[src/rtl/bus_source_arbiter.sv]
// Round-robin owner select for the shared 32-bit datapath bus.
// One-hot grant plus code, a dead cycle between owners and bounded hold.
module bus_source_arbiter #(
  parameter int N_SRC    = 24,
  parameter int MAX_HOLD = 8
) (
  input  logic             clk,
  input  logic             clear,
  input  logic [N_SRC-1:0] req,
  output logic [31:0]      grant,
  output logic [4:0]       code,
  output logic             busy,
  output logic             timeout
);

  localparam int HW =
    (MAX_HOLD > 0) ? $clog2(MAX_HOLD + 1) : 1;

  typedef enum logic [1:0] {
    IDLE,
    OWN,
    GAP
  } state_e;

  state_e          state_q, state_d;
  logic [31:0]     grant_q, grant_d;
  logic [4:0]      code_q, code_d;
  logic [4:0]      rr_q, rr_d;
  logic [HW-1:0]   hold_q, hold_d;
  logic            timeout_q, timeout_d;

  logic [4:0]      win;
  logic            found;
  logic            own_req;
  logic            at_max;
  logic [4:0]      rr_next;

  // First requester at or after rr_q, wrapping at N_SRC-1.
  always_comb begin
    int idx;
    win   = '0;
    found = 1'b0;
    idx   = 0;
    for (int i = 0; i < N_SRC; i++) begin
      idx = int'(rr_q) + i;
      if (idx >= N_SRC) idx = idx - N_SRC;
      if (!found && req[idx[4:0]]) begin
        found = 1'b1;
        win   = idx[4:0];
      end
    end
  end

  assign own_req = req[code_q];
  assign at_max  = (MAX_HOLD != 0) &&
                   (hold_q == HW'(MAX_HOLD));
  assign rr_next = (code_q == 5'(N_SRC - 1)) ?
                   5'd0 : code_q + 5'd1;

  always_comb begin
    state_d   = state_q;
    grant_d   = grant_q;
    code_d    = code_q;
    rr_d      = rr_q;
    hold_d    = hold_q;
    timeout_d = 1'b0;
    case (state_q)
      IDLE, GAP: begin
        if (found) begin
          state_d = OWN;
          grant_d = 32'd1 << win;
          code_d  = win;
          hold_d  = HW'(1);
        end else begin
          state_d = IDLE;
        end
      end
      OWN: begin
        if (!own_req || at_max) begin
          state_d   = GAP;
          grant_d   = '0;
          code_d    = 5'd31;
          rr_d      = rr_next;
          timeout_d = own_req;
        end else if (hold_q != '1) begin
          hold_d = hold_q + HW'(1);
        end
      end
      default: state_d = IDLE;
    endcase
  end

  always_ff @(posedge clk or negedge clear) begin
    if (!clear) begin
      state_q   <= IDLE;
      grant_q   <= '0;
      code_q    <= 5'd31;
      rr_q      <= '0;
      hold_q    <= '0;
      timeout_q <= 1'b0;
    end else begin
      state_q   <= state_d;
      grant_q   <= grant_d;
      code_q    <= code_d;
      rr_q      <= rr_d;
      hold_q    <= hold_d;
      timeout_q <= timeout_d;
    end
  end

  assign grant   = grant_q;
  assign code    = code_q;
  assign busy    = (state_q == OWN);
  assign timeout = timeout_q;

endmodule

[config.mk]
export PLATFORM = sky130hd
export DESIGN_NAME = bus_source_arbiter
export DESIGN_NICKNAME = d
export VERILOG_FILES = /design/src/rtl/bus_source_arbiter.sv
export SDC_FILE = /design/constraint.sdc
export NUM_CORES = 1
export LEC_CHECK = 0
export BUFFER_PORTS_ARGS = -buffer_cell sky130_fd_sc_hd__buf_2
export CAP_MARGIN = 15
export CELL_PAD_IN_SITES_DETAIL_PLACEMENT = 1
export CELL_PAD_IN_SITES_GLOBAL_PLACEMENT = 1
export CORE_MARGIN = 10
export CORE_UTILIZATION = 41
export CTS_CLUSTER_DIAMETER = 60
export DETAILED_ROUTE_END_ITERATION = 8
export PLACE_DENSITY_LB_ADDON = 0.1
export SLEW_MARGIN = 30
export SYNTH_ARGS = -nofsm -noshare
export SYNTH_HDL_FRONTEND = slang
export SYNTH_SLANG_ARGS = --single-unit
[constraint.sdc]
create_clock -name clk -period 5.2 [get_ports clk]
set_input_delay 0.52 -clock clk [delete_from_list [all_inputs] [get_ports clk]]
set_output_delay 0.52 -clock clk [all_outputs]
set_load 0.01 [all_outputs]
Yosys cells after proc, flatten, opt, wreduce, memory -nomap -nowiden
Index checks and enable logic that the tools add are counted.
- bits of input ports: 26
- word-level logic and storage cells: 306
- output and inout port bits: 39
- register bits after elaboration: 49
- mux-type cells: 138
- reduce and logical (&&, ||, !) cells: 54
- order comparisons: 49
- add/subtract/negate cells: 49
- shift operators: 1
- equality and inequality tests: 9
- operators by type and width (operator ; number):
    2-to-1 mux 5 bit ; 51
    less-than comparator 5 x 6 -> 1 bit, second input constant ; 25
    greater-or-equal comparator 6 x 5 -> 1 bit, second input constant ; 23
    binary-select mux 1 bit (select 5 bit) ; 25
    subtractor 5 bit, second input constant ; 24
    2-to-1 mux 32 bit ; 2
    one-hot mux 32 bit (2 select lines) ; 1
    2-to-1 mux 1 bit ; 52
    adder 5 x 4 -> 6 bit, second input constant ; 8
    adder 5 x 5 -> 6 bit, second input constant ; 8
    << shifter 1 x 5 -> 32 bit, first input constant ; 1
    adder 5 x 3 -> 6 bit, second input constant ; 4
    zero test 1 bit ; 24
    logical AND 1 bit ; 23
    adder 5 x 2 -> 6 bit, second input constant ; 2
    2-to-1 mux 4 bit ; 3
    one-hot mux 5 bit (2 select lines) ; 1
    one-hot mux 4 bit (2 select lines) ; 1
    adder 5 x 1 -> 6 bit, second input constant ; 1
    adder 5 x 1 -> 5 bit, second input constant ; 1
    == test 5 bit, second input constant ; 1
    greater-or-equal comparator 5 bit, second input constant ; 1
    adder 4 x 1 -> 4 bit, second input constant ; 1
    == test 4 bit, second input constant ; 1
    other kinds (14) ; 16

Logic depth before layout (Yosys ltp)
Gate-level depths: netlist (run 1).
- depth after elaboration: 77
- mapped depth: 24
- mapped depth without buffers: 19

Least setup slack after synthesis (run 1)
No wires, ideal clock.
- path type: flip-flop to flip-flop
- start: register rr_q[3]
- end: register grant_q[11], in the netlist grant[11]
- path slack: 0.134 ns
- setup time: 0.066 ns
- cell stages (with the launch flop): 24
- arrival time: 5.000 ns
- data required time: 5.134 ns
- buffers on the path: 4
- path through: dfrtp_1 > buf_2 > buf_4 > inv_2 > buf_1 > ha_1 > clkbuf_1 > nor2b_1 > xnor2_1 > inv_1 > ha_1 > nand3b_1 > and3_1 > nand3_1 > o21ai_0 > mux2_2 > nand4bb_2 > nor4b_4 > nand3_2 > or2_0 > a32oi_1 > and2_2 > nor3b_4 > a22o_1
- longest elaborated chain between the ends: 77
- ends and longest elaborated chain (what ; RTL line ; source):
    start, declared ; 28 ; logic [4:0] rr_q, rr_d;
    start signal, assigned ; 105 ; rr_q <= rr_d;
    branches (longest 77 deep; another with adder 5 x 1 -> 6 bit) ; n/a ;
    end signal, assigned ; 103 ; grant_q <= grant_d;
    end, declared ; 26 ; logic [31:0] grant_q, grant_d;
Several ways; the timed one is not identified. The select of a mux whose other input is x is not followed.
A chain may end at the register's enable or synchronous reset.

Worst setup path in the final report (run 1)
- start: register rr_q[2]
- end: register grant_q[0], in the netlist grant[0]
Same word-level chain as after synthesis.

==> summary.txt, run 1 <==
Synthesis
  – Area share of the leading cell type in the synthesized netlist: 0.1320
  – Mapped cell area: 8343 um^2
  – Syn avg cell area: approximately 8.4 um^2
  – Synth Flop Type: dfrtp_1
  – Cells after Synth: slightly below 1000
  – Synth top area cells: dfrtp_1, mux4_2, mux2i_1, a21oi_1, ha_1
  – Most common library cells after synthesis: nand2_1, a21oi_1, nor2_1
  – Syn nets: 1040
  – Yosys reg bits: 49
  – EDFF count, synth: 0
  – Top-count cell post-synth: nand2_1
  – Unique masters post-synth: 109
  – Area leader, netlist: dfrtp_1
  – Seq/Total Area, Yosys: 0.1477
  – Ys async rst share: 1.000
  – Yosys warning count: 0

Clocking
  – CTS max path bufs: 2
  – Total CTS buffers: 5
  – CTS tree: yes
  – Clock Sinks: roughly 50
  – Clk slew on worst S/H paths: 0.07 ns
  – Hold_buf cts: 0
  – Worst skew pair latency: 0.28 ns
  – Root buffer cell: clkbuf_16
  – H-Tree Depth: 2

Final layout
  – Layout cells sized above 1: 0.2809
  – Finished Core Util: 0.4776
  – Fill count: approximately 2400
  – Nets: 1144
  – Non-filler cells, final: 1363
  – Area grow syn2layout: 15.09%
  – Ant diodes: 0

STA
  – Worst-Margin Slew: around 0.74 ns
  – Hold slack: 0.3229 ns
  – Tmin final: 4.983 ns
  – Final worst path period share: 0.9583
  – Final setup fails: 0
  – Max-slew violations: 0
  – Final Hold Viols: 0
  – Setup Skew: 0.005805 ns
  – Peak Freq: 200.7 MHz
  – Slew margin rel.: 0.5076

GRT
  – Pin count of the biggest net entering global routing: 50
  – First-pass GRT wire length: 54.00 mm
  – Grt ovf: 0
  – Number of global-route vias before repair: 8992
  – Tot GR Track Use: 0.2573
  – Initial antenna violation count: 0

Worst setup path
  – Endpoint type of the worst setup path: flip-flop
  – Slowest cell delay on critical path: 0.57 ns
  – Most common cell on crit path: buf_4
  – WP data arrival: 5.20 ns
  – WS Path Type: reg2reg
  – Slowest cell on crit path: a221oi_1
  – Worst Path Max Fanout: 18
  – Startpoint types: flip-flop
  – Worst Path Buf+Inv: 3
  – Worst EP required: 5.42 ns
  – Crit-path cells: buf_4 -> ha_1 -> buf_4 -> buf_4 -> and3b_1 -> nor2_1 -> a221oi_1 -> mux2_2 -> nor3_1 -> o32ai_1 -> a21boi_0 -> a41oi_1 -> a311o_1 -> a311o_2 -> nand2_2 -> and3_1 -> a22o_1
  – Top delay family on crit path: compound AO/OA/AOI/OAI gates

Floorplan
  – Io pins: 65
  – Initial Utilization: 0.4150
  – Die ar.: approximately 26000 um^2
  – Row Count: 52
  – Die height: 162.7 um
  – Standard cell core area: 20100 um^2
  – Die W: 162.7 um

Drt
  – Via count: between 8000 and 9000
  – Aggregate routed wire length: 35.15 mm
  – Routed wire per std cell: 25.79 um
  – Iteration-0 DRC count of the detailed router: 711
  – Drt pass-1 iters: 5
  – Post-route DRC: 0
  – Vias per cell: 6.472
  – Post-route antenna net violation count: 0

Run
  – Max-cap violation count: 0

Placed design
  – DP Wirelength: 28.22 mm
  – Port Buffers: 64
  – DP Cell Count: around 1400
  – Gpl congestion: 1.004

Min path
  – Worst hold path type: in2async

Status
  – Status: finished clean
cell usage in the layout (no fill, tap or decap), types with 38 or more instances in the layout:
master   count
nor2_1      56
mux4_2      40
nand3_1     40
mux2i_1     46
buf_4       97
nor3_1      38
nand2_1     73
dfrtp_1     42
a21oi_1     64
o21ai_0     50
buf_2       64
through the flow:
step	instance area, um^2	TNS, ns	worst slack [ns]
final	9602	0	0.2170
after global routing	9602	-0.004045	-0.004045
after CTS	9518	0	0.004087
after detailed placement	9375	0	0.03370
after global placement	9375	0	0.1337
after floorplan	8343	0	0.1341
layer usage:
| layer | wire [um] | up-vias | track usage |
|---|---|---|---|
| met5 | 0 | - | 0 |
| met4 | 1152 | 0 | 0.07459 |
| met3 | 2585 | 67 | 0.05662 |
| met2 | 15970 | 320 | 0.4103 |
| met1 | 15440 | 4398 | 0.3418 |
| li1 | - | 4037 | - |
kinds of logic after synthesis:
group / after synthesis / synth area share
muxes: 108 / 0.1960
adders and majority gates: 26 / 0.03899
DFF: 49 / 0.1477
AOI/OAI and AO/OA: 304 / 0.2575
buffers and inverters: 96 / 0.06149
and+or+nand+nor: 374 / 0.2608
xor gates and xnor gates: 31 / 0.03749
worst reg2reg max path, stage by stage, from the launching register on:
cell	delay (ns)
dfrtp_1	0.42
buf_4	0.26
ha_1	0.22
buf_4	0.18
buf_4	0.27
and3b_1	0.27
nor2_1	0.13
a221oi_1	0.57
mux2_2	0.40
nor3_1	0.23
o32ai_1	0.17
a21boi_0	0.36
a41oi_1	0.20
a311o_1	0.33
a311o_2	0.38
nand2_2	0.17
and3_1	0.21
a22o_1	0.14
worst paths after layout:
path | start | depth (start not counted) | slack (ns) | to
worst max-delay path | rr_q[2]$_DFFE_PN0P_ | 17 | 0.22 | grant[0]$_DFFE_PN0P_
worst min-delay path | clear | 2 | 0.32 | grant[17]$_DFFE_PN0P_
worst max register to register | rr_q[2]$_DFFE_PN0P_ | 17 | 0.22 | grant[0]$_DFFE_PN0P_
worst min register to register | grant[23]$_DFFE_PN0P_ | 2 | 0.48 | grant[23]$_DFFE_PN0P_
max in group asynchronous | clear | 2 | 4.42 | rr_q[3]$_DFFE_PN0P_
min in group clk | grant[23]$_DFFE_PN0P_ | 2 | 0.48 | grant[23]$_DFFE_PN0P_
state kept, by name, summed over array words and instances, names as in the netlist:
| name | flops |
|---|---|
| code | 5 |
| state_q | 2 |
| hold_q | 4 |
| timeout | 1 |
| grant | 32 |
| rr_q | 5 |
area by class of cell:
type / count / area [um^2] / share of cell area
Timing Repair Buffer: 164 / 1109 / 0.1155
Inverter: 29 / 108.9 / 0.01134
Tap cell: 270 / 337.8 / 0.03518
Clock buffer: 6 / 128.9 / 0.01342
Clock inverter: 2 / 13.76 / 0.001433
Sequential cell: 49 / 1235 / 0.1286
Multi-Input combinational cell: 843 / 6669 / 0.6946
timing repair:
| action | in CTS | in global routing |
|---|---|---|
| resized for setup | 0 | 16 |
| buffers inserted | 0 | 2 |
| endpoints found under the setup margin | 0 | 27 |
| hold endpoints to repair | 0 | 0 |
Power of run 1 is not shown: default switching activity piles up to over one toggle a cycle in this logic, so the estimate is an artifact.
==> run 2: changes to the inputs <==
PLACE_DENSITY = 0.87   (was not set)
PLACE_DENSITY_LB_ADDON = not set   (was 0.1)
==> run 2 against run 1 <==
Worst hold slack improved by 0.022 ns; the flow now finishes with violations (negative setup slack); cell count barely moved; via count grew 13%; register-to-register slack got worse by 0.52 ns; flip-flop and latch count stayed put; sequential share of layout area fell by 0.25 points; cell area grew 2.0%; non-clock buffer count is 2 lower; highest routed layer unchanged; critical path type unchanged.
==> summary.txt, run 2 (same netlist as run 1, synthesis figures left out) <==
Clocking
  – CTS max path bufs: 2 (unchanged)
  – Worst skew pair latency: 0.31 ns (+0.03 ns)
  – CTS tree: yes
  – H-Tree Depth: 2 (unchanged)
  – Total CTS buffers: 5 (unchanged)
  – Root buffer cell: clkbuf_16
  – Clock Sinks: 49 (unchanged)
  – Clk slew on worst S/H paths: 0.10 ns (+0.03 ns)

Worst setup path
  – Worst EP required: 5.40 ns (-0.02 ns)
  – WS Path Type: reg2reg
  – Endpoint type of the worst setup path: flip-flop
  – WP data arrival: 5.70 ns (+0.50 ns)
  – Startpoint types: flip-flop
  – Register-to-Register Path Depth: 17 (unchanged)
  – Worst Path Max Fanout: 8 (-10)

Floorplan
  – Io pins: 65 (unchanged)
  – Row Count: 52 (unchanged)
  – Die W: 162.7 um (unchanged)
  – Initial Utilization: 0.4150 (unchanged)
  – Die ar.: 26460 um^2 (unchanged)
  – Standard cell core area: 20100 um^2 (unchanged)
  – Die height: 162.7 um (unchanged)

Final layout
  – Ant diodes: 0 (unchanged)
  – Nets: 1143 (-0.087%)
  – Fill count: 2366 (-3.2%)
  – Layout cells sized above 1: 0.3013 (+0.02040)
  – Most frequent cells in the layout: buf_4, nand2_1, buf_2
  – Max FFs per register: 32 (unchanged)
  – Area grow syn2layout: 17.35%
  – Finished Core Util: 0.4870 (+0.009398)
  – Final instance area: 9791 um^2 (+2.0%)
  – Commonest non-fill, non-tap cell in the layout: buf_4

STA
  – Peak Freq: 181.7 MHz (-9.4%)
  – Worst-Margin Slew: 1.388 ns (+0.6515 ns)
  – Sum of negative setup slack: -4.255 ns (-4.255 ns)
  – Final worst path period share: 1.058 (+0.09994)
  – Max-slew violations: 0 (unchanged)
  – Final Hold Viols: 0 (unchanged)
  – Slew margin rel.: 0.06284 (-0.4448)
  – Final setup fails: 23 (+23)
  – Tmin final: 5.503 ns (+0.5197 ns)
  – Setup Skew: 0.02772 ns (+0.02192 ns)
  – Setup ws final: -0.3027 ns (-0.5197 ns)

Drt
  – Drt pass-1 iters: 5 (unchanged)
  – Via count: 9947 (+13%)
  – Vias per cell: 7.303 (+13%)
  – Post-route antenna net violation count: 0 (unchanged)
  – Post-route DRC: 0 (unchanged)
  – Aggregate routed wire length: 40.56 mm (+15%)
  – Routed wire per std cell: 29.78 um (+15%)
  – Iteration-0 DRC count of the detailed router: 1252 (+76%)

Run
  – Max-cap violation count: 0 (unchanged)

GRT
  – Initial antenna violation count: 0 (unchanged)
  – First-pass GRT wire length: 56.72 mm (+5.0%)
  – Grt ovf: 0 (unchanged)
  – Tot GR Track Use: 0.2671 (+0.009859)
  – Number of global-route vias before repair: 9575 (+6.5%)
  – Pin count of the biggest net entering global routing: 50 (unchanged)

Placed design
  – Setup Slack @ Placement: 0.08181 ns (+0.04811 ns)
  – Gpl congestion: 1.115 (+11%)
  – Port Buffers: 64 (unchanged)
  – DP Wirelength: 27.19 mm (-3.6%)
  – Placed Area: 9143 um^2 (-2.5%)

Status
  – Violated checks: negative setup slack
  – Status: complete, but fails checks

Min path
  – Worst hold path type: in2async
## run 2: cell types whose count changed in the layout (fill, tap and decap cells not counted), moves of 3 or more
| cell | previous run | this run |
|---|---|---|
| mux2_1 | 6 | 2 |
| buf_6 | 0 | 5 |
| xnor2_1 | 19 | 15 |
| buf_4 | 97 | 92 |
| ha_4 | 0 | 3 |
| buf_12 | 3 | 0 |
| mux2i_1 | 46 | 43 |
| mux2_2 | 10 | 14 |
## run 2: layout make-up
cell class | count | area (um^2) | area share
clock inverters | 2 | 13.76 | 0.001406
multi-input cells | 844 | 6880 | 0.7027
inverters | 29 | 112.6 | 0.01150
well taps | 270 | 337.8 | 0.03450
flip-flops and latches | 49 | 1235 | 0.1261
clock buffers | 6 | 138.9 | 0.01419
repair buffers | 162 | 1072 | 0.1095
## run 2: per-layer routing
metal,part of all wire,wire length (um),track usage
met1,0.35,14210,0.3196
met2,0.45,18130,0.4398
met3,0.12,4905,0.05485
met4,0.082,3315,0.1488
met5,0,0,0
## run 2: path summary, 6_finish.rpt
kind / from / end / slack, ns
worst min-delay path: clear / grant[14]$_DFFE_PN0P_ / 0.34
worst min register to register: grant[26]$_DFFE_PN0P_ / grant[26]$_DFFE_PN0P_ / 0.50
worst max register to register: rr_q[1]$_DFFE_PN0P_ / grant[6]$_DFFE_PN0P_ / -0.30
min in group clk: grant[26]$_DFFE_PN0P_ / grant[26]$_DFFE_PN0P_ / 0.50
worst max-delay path: rr_q[1]$_DFFE_PN0P_ / grant[6]$_DFFE_PN0P_ / -0.30
max in group asynchronous: clear / rr_q[1]$_DFFE_PN0P_ / 4.37
## run 2: worst max-delay path: stages, from the launching register on
cell and delay, ns:
dfrtp_2 0.49, buf_4 0.21, ha_1 0.27, buf_4 0.23, a21oi_1 0.44, xnor2_2 0.21, nand3b_1 0.21, a21oi_1 0.45
nand3b_1 0.22, o21ai_1 0.26, buf_4 0.22, o21ai_0 0.10, and4b_1 0.19, o21ai_0 0.72, a211oi_1 0.32, o21ai_2 0.43
nand2_1 0.19, o21ai_1 0.22
## run 2: what timing repair did
action                     in CTS  in global routing
hold buffers                    0                  0
setup buffers                   2                 24
setup endpoints to repair      33                 38
gates cloned                    0                  1
gates resized for setup         7                 50
pin swaps                       1                 13
## run 2: per-stage QoR
stage	cells	hold WS (ns)
floorplan	988	0.2244
global placement	1327	0.4650
detailed placement	1327	0.4721
CTS	1337	0.3607
global route	1362	0.3762
finish	1362	0.3448
Power of run 2 is left out for the same reason.
